## config.mk

```make
export PLATFORM = sky130hd
export DESIGN_NAME = regfile_sb
export DESIGN_NICKNAME = d
export VERILOG_FILES = /design/src/rtl/regfile_sb.sv
export SDC_FILE = /design/constraint.sdc
export NUM_CORES = 2
export LEC_CHECK = 0
export ABC_CLOCK_PERIOD_IN_PS = 7800
export BUFFER_PORTS_ARGS = -buffer_cell sky130_fd_sc_hd__buf_2
export CORE_ASPECT_RATIO = 0.7
export CORE_UTILIZATION = 45
export DETAILED_ROUTE_END_ITERATION = 12
export SETUP_SLACK_MARGIN = 0.2
export SLEW_MARGIN = 40
export SYNTH_ARGS = -nofsm -noshare
export SYNTH_HDL_FRONTEND = slang
export SYNTH_SLANG_ARGS = --single-unit
```

## constraint.sdc

```tcl
create_clock -name i_clk -period 7.8 [get_ports i_clk]
set_input_delay 0.39 -clock i_clk [delete_from_list [all_inputs] [get_ports i_clk]]
set_output_delay 0.39 -clock i_clk [all_outputs]
set_load 0.01 [all_outputs]
```

## src/rtl/regfile_sb.sv

```systemverilog
// Integer register file with two write ports, same-cycle write-to-read bypass
// and a per-register pending scoreboard for outstanding loads.

module regfile_sb_rdport #(
    parameter int XLEN     = 32,
    parameter int AW       = 5,
    parameter int ZERO_REG = 1
) (
    input  logic [AW-1:0]   addr,
    input  logic [XLEN-1:0] stored,
    input  logic            pend,
    input  logic            ld_wren,
    input  logic [AW-1:0]   ld_addr,
    input  logic [XLEN-1:0] ld_data,
    input  logic            wb_wren,
    input  logic [AW-1:0]   wb_addr,
    input  logic [XLEN-1:0] wb_data,
    output logic [XLEN-1:0] data,
    output logic            busy
);
    logic is_zero, ld_hit, wb_hit;

    always_comb begin
        is_zero = (ZERO_REG != 0) && (addr == '0);
        ld_hit  = ld_wren && (ld_addr == addr);
        wb_hit  = wb_wren && (wb_addr == addr);
        // load return beats ALU writeback, matching the write-port priority
        if (is_zero)     data = '0;
        else if (ld_hit) data = ld_data;
        else if (wb_hit) data = wb_data;
        else             data = stored;
        busy = pend && !ld_hit && !is_zero;
    end
endmodule

module regfile_sb #(
    parameter int XLEN     = 32,
    parameter int NREG     = 32,
    parameter int NRD      = 2,
    parameter int ZERO_REG = 1,
    localparam int AW      = $clog2(NREG),
    localparam int CW      = $clog2(NREG + 1)
) (
    input  logic                i_clk,
    input  logic                i_rst,
    input  logic [NRD*AW-1:0]   i_rs_addr,
    output logic [NRD*XLEN-1:0] o_rs_data,
    output logic [NRD-1:0]      o_rs_busy,
    input  logic                i_wb_wren,
    input  logic [AW-1:0]       i_wb_addr,
    input  logic [XLEN-1:0]     i_wb_data,
    input  logic                i_ld_wren,
    input  logic [AW-1:0]       i_ld_addr,
    input  logic [XLEN-1:0]     i_ld_data,
    input  logic                i_rsv_en,
    input  logic [AW-1:0]       i_rsv_addr,
    output logic                o_rsv_conflict,
    output logic [CW-1:0]       o_pending_cnt,
    output logic                o_err_waw
);
    logic [NREG-1:0][XLEN-1:0] regs;
    logic [NREG-1:0]           pending, pend_nxt;
    logic [CW-1:0]             cnt_nxt;
    logic                      wb_we, ld_we, rsv_ok, waw;

    always_comb begin
        wb_we  = i_wb_wren && !((ZERO_REG != 0) && (i_wb_addr == '0));
        ld_we  = i_ld_wren && !((ZERO_REG != 0) && (i_ld_addr == '0));
        rsv_ok = i_rsv_en && !((ZERO_REG != 0) && (i_rsv_addr == '0));
        waw    = wb_we && ld_we && (i_wb_addr == i_ld_addr);
        // set after clear so a same-cycle reservation wins over the load return
        pend_nxt = pending;
        if (ld_we)  pend_nxt[i_ld_addr]  = 1'b0;
        if (rsv_ok) pend_nxt[i_rsv_addr] = 1'b1;
        o_rsv_conflict = rsv_ok && pending[i_rsv_addr] &&
                         !(ld_we && (i_ld_addr == i_rsv_addr));
        cnt_nxt = '0;
        for (int r = 0; r < NREG; r++) cnt_nxt = cnt_nxt + CW'(pend_nxt[r]);
    end

    always_ff @(posedge i_clk) begin
        if (i_rst) begin
            regs          <= '0;
            pending       <= '0;
            o_pending_cnt <= '0;
            o_err_waw     <= 1'b0;
        end else begin
            if (wb_we) regs[i_wb_addr] <= i_wb_data;
            if (ld_we) regs[i_ld_addr] <= i_ld_data;
            pending       <= pend_nxt;
            o_pending_cnt <= cnt_nxt;
            o_err_waw     <= waw;
        end
    end

    for (genvar k = 0; k < NRD; k++) begin : g_rd
        logic [AW-1:0] a;
        assign a = i_rs_addr[k*AW +: AW];
        regfile_sb_rdport #(.XLEN(XLEN), .AW(AW), .ZERO_REG(ZERO_REG)) u_rd (
            .addr    (a),
            .stored  (regs[a]),
            .pend    (pending[a]),
            .ld_wren (i_ld_wren),
            .ld_addr (i_ld_addr),
            .ld_data (i_ld_data),
            .wb_wren (i_wb_wren),
            .wb_addr (i_wb_addr),
            .wb_data (i_wb_data),
            .data    (o_rs_data[k*XLEN +: XLEN]),
            .busy    (o_rs_busy[k])
        );
    end
endmodule

```

==> results.md <==
- The floorplan has 118 rows.
- Yosys attributes the largest share of cell area to sky130_fd_sc_hd__dfxtp_1 32%, sky130_fd_sc_hd__mux4_2 16%, sky130_fd_sc_hd__mux2i_1 12%.
- The TritonCTS buffer count is approximately 110.
- The die area is 150000 µm².
- The routability-driven placement congestion ratio is 0.933.
- The clock passes through at most 3 buffers.
- Setup violations remaining at the end of the flow were counted as 0.
- After clock tree synthesis, the clock-pin slew on the worst setup and hold paths is 0.06 ns.
- Port buffering added 167 buffers.
- The leakage power figure is around 26 nW.
- The clock latency on the worst-skew pair is 0.74 ns.
- The register area share after synthesis is 31.8%.
- The share of total power dissipated in sequential elements is 42.7%.
- In this run, post-CTS repair resized a total of 0 instances.
- In this run the worst path has a maximum fanout of 22.
- The DRC violation count after routing is 0.
- Across the routed clock network, the largest skew measured is 0.00780 ns.
- Across the VDD grid, the largest voltage drop is 0.000180 V.
- By count the netlist is led by 1086 x sky130_fd_sc_hd__nor2_1, 1063 x sky130_fd_sc_hd__dfxtp_1, 790 x sky130_fd_sc_hd__mux2i_1, 688 x sky130_fd_sc_hd__clkbuf_1, 600 x sky130_fd_sc_hd__a211oi_1.
- The synthesized flop and latch total is 1063.
- Counting every net in the synthesized netlist gives 7266.
- The switching power is 3.77 mW.
- The layout overhead on the synthesized area is 7.45%.
- The headroom to the max-slew limit is 31.1%.
- The overall via count from detail_route is 63700.
- Counting flops with an async set or reset pin after synthesis yields a share of 0%.
- Wires add up to slightly above 300000 µm.
- The startpoint class of the critical path is an input port.
- Dividing total power by cell area gives a power density of 183 nW/µm².
- Counting I/O delays and the setup requirement, the final critical path takes between 6 and 7 ns.
- In this run the most critical hold path is launched from i_rst.
- The share of total power in the clock network is 44.7%.
- The number of hold-slack violations in the final timing report came to 0.
- The design internal power is 9.41 mW.
- The multi-input combinational cells in the finished layout cover a total of 41500 µm².
- In this run the vertical extent of the chip is about 320 µm.
- Of the available clock period, the critical path in the final layout requires between 70% and 80%.
- The global router's overall resource usage is roughly two fifths.
- The post-CTS setup-driven buffer insertion count is 0.
- In this run, distinct cell masters in the synthesized netlist total between 60 and 70.
- The most used standard cell by instance count after synthesis is sky130_fd_sc_hd__nor2_1.
- Across the run, the number of max-cap violations was 0.
- In this run switching power makes up between 20% and 30% of total power.
- The total count of max-transition violations in the final report was 0.
- The number of instances in the synthesized netlist is 7141.
- The synthesized design spends more area on one cell type than any other, namely sky130_fd_sc_hd__dfxtp_1.
- The length of the first detailed-routing pass in iterations is 9.
- In this run, the number of DRC markers left after iteration 0 of detailed routing was roughly 11000.
- The most used flip-flop cell after synthesis is sky130_fd_sc_hd__dfxtp_1.
- The hold buffer count at CTS is 0.
- For this configuration, the core starts out at a cell density of between 40% and 50%.
- The via count of the first global-routing pass is ~60000.
- The HPWL after detailed placement is 174000 µm.
- The depth of the CTS H-tree is 3.
- Across all register-to-register paths, the minimum setup slack is ~2.6 ns.
- The layout net count is 6696.
- The hold path depth is 2.
- The sequential cells in the finished layout cover a total of 21300 µm².
- The maximum number of pins on one net before global-route repair is 163.
- The depth of the most critical reg-to-reg path is 18.
- Counting the fill cells in the layout gives between 10000 and 15000.
- For this design, the sink count on the clock tree is 1063.
- The clock root buffer is sky130_fd_sc_hd__clkbuf_16.
- The horizontal die dimension is 463 µm.
- STA puts the critical path data required time at between 8 and 9 ns.
- The total I/O pin count is 168.
- The number of antenna violations at the first check in global routing is between 40 and 50.
- The first global-routing pass estimated 439000 µm of wire.
- After detailed routing, the number of vias per cell comes to 7.36.
- Dividing the detail-routed wire length by the instance count gives 35.9 µm.
- The endpoint kind of the worst setup timing path is a flop.
- TritonCTS built the clock tree.
- Yosys printed 0 warnings.
- The transition time at the pin with the least slew margin is 1.03 ns.
- The area fraction of the dominant cell type after synthesis is 31.8%.
- For hold timing, the worst endpoint is regs[18].
- After global routing the overflow that remains totals 0.
- Cells with a size suffix above 1 make up between 15 and 20% of the layout.
- The critical register-to-register path startpoint is pending[23].
- The area inside the core boundary is 148000 µm².
- The setup TNS after final layout is 0 ns.
- The endpoint identified for the worst register-to-register timing path is o_pending_cnt[4].
- The netlist area before placement is 67000 µm².
- Setup repair after global routing left no endpoint under its margin.
- Hold is met by between 0.05 and 0.06 ns.
- The arrival time of the worst setup path is slightly below 7 ns.
- The part of the power in combinational logic is 12.7%.
- The run finished with clean final reports.
- The kind of critical path is input port to flop.
- The number of synthesized flops with an enable pin is 0.
- The number of routed nets with antenna violations is 0.
- The achievable clock frequency is 0.163 GHz.
- The classification of the worst-slack hold path is input port to flop.
- The mean cell area of the mapped netlist is 9.38 µm².
==> layout by cell type, fill, tap and decap left out, drive strengths merged, types with 58 or more instances in the layout <==
cell type,count
nor3,58
nor2b,72
buf,330
inv,61
nand3,419
mux4,471
clkbuf,176
dfxtp,1063
mux2i,790
a311oi,392
a22o,68
nand2,474
nor2,1091
a211oi,600
mux2,108
a22oi,62
==> state kept, by name (all words and copies together) (netlist names) <==
signal	flops
o_err_waw	1
regs	1024
pending	32
o_pending_cnt	6
==> through the flow <==
stage | setup slack, ns | power [mW] | util, % | std cells | area (µm²)
after floorplan | 1.87 | 6.74 | - | 7141 | 67000
after global routing | 1.48 | 13.4 | 48.7 | 8661 | 71900
after detailed placement | 0.978 | 7.32 | 45.9 | 8436 | 67900
final | 1.65 | 13.2 | 48.7 | 8665 | 71900
after CTS | 1.75 | 13.1 | 48.6 | 8641 | 71800
after global placement | 0.914 | 7.30 | 45.7 | 8431 | 67600
==> critical path, cell delays in order <==
cell and delay, ns:
sky130_fd_sc_hd__buf_2 0.24, sky130_fd_sc_hd__and3b_1 0.77, sky130_fd_sc_hd__nand2_4 0.50, sky130_fd_sc_hd__a22oi_1 0.39, sky130_fd_sc_hd__fa_1 0.50, sky130_fd_sc_hd__fa_1 0.55, sky130_fd_sc_hd__inv_1 0.06, sky130_fd_sc_hd__fa_1 0.50
sky130_fd_sc_hd__inv_1 0.05, sky130_fd_sc_hd__fa_1 0.53, sky130_fd_sc_hd__fa_1 0.52, sky130_fd_sc_hd__inv_1 0.05, sky130_fd_sc_hd__fa_1 0.50, sky130_fd_sc_hd__ha_1 0.18, sky130_fd_sc_hd__inv_1 0.07, sky130_fd_sc_hd__fa_1 0.45
sky130_fd_sc_hd__inv_1 0.08, sky130_fd_sc_hd__a21o_1 0.13, sky130_fd_sc_hd__a21oi_1 0.08, sky130_fd_sc_hd__xor2_1 0.15, sky130_fd_sc_hd__nor2_1 0.05
==> per-layer routing <==
layer	vias to the layer above	GRT usage [%]	part of all wire [%]
met5	-	0.347	0.072
met4	26	23.1	6.5
met3	1115	15.2	16
met2	5556	52.7	39
met1	31400	54.5	38
li1	25700	-	-
==> worst max-delay path by stage <==
stage / endpoint / from / depth (start not counted)
6_report: o_pending_cnt[4] / i_ld_addr[0] / 21
3_5_place_dp: o_pending_cnt[4] / i_ld_addr[0] / 21
3_3_place_gp: o_pending_cnt[4] / i_ld_addr[1] / 21
4_1_cts: o_pending_cnt[4] / i_ld_addr[0] / 21
2_1_floorplan: o_pending_cnt[4] / i_ld_addr[1] / 24
5_1_grt: o_pending_cnt[4] / i_ld_addr[0] / 21
==> logic make-up after synthesis <==
logic type | count (synthesis) | share of synthesized area (%)
and+or+nand+nor | 2182 | 13.8
AOI/OAI and AO/OA | 1392 | 16.5
muxes | 1369 | 29.5
buffers and inverters | 1073 | 7.13
DFF | 1063 | 31.8
xor gates and xnor gates | 31 | 0.406
adders and majority gates | 31 | 0.848
==> final cells by class <==
class,instances,area share (%)
Tap cell,1980,3.44
Sequential cell,1063,29.6
Clock inverter,30,0.595
Inverter,59,0.308
Clock buffer,175,4.84
Timing Repair Buffer,331,3.40
Multi-Input combinational cell,5005,57.7
Antenna cell,22,0.0765
==> power by group through the flow <==
| stage | Clock, mW | Sequential (mW) | Combinational (mW) |
|---|---|---|---|
| floorplan | 0 | 5.70 | 1.04 |
| global placement | 0 | 5.73 | 1.56 |
| detailed placement | 0 | 5.73 | 1.58 |
| CTS | 5.85 | 5.61 | 1.59 |
| global route | 6.08 | 5.63 | 1.69 |
| finish | 5.89 | 5.62 | 1.67 |
No activity file was read; power rests on OpenSTA's default activity.
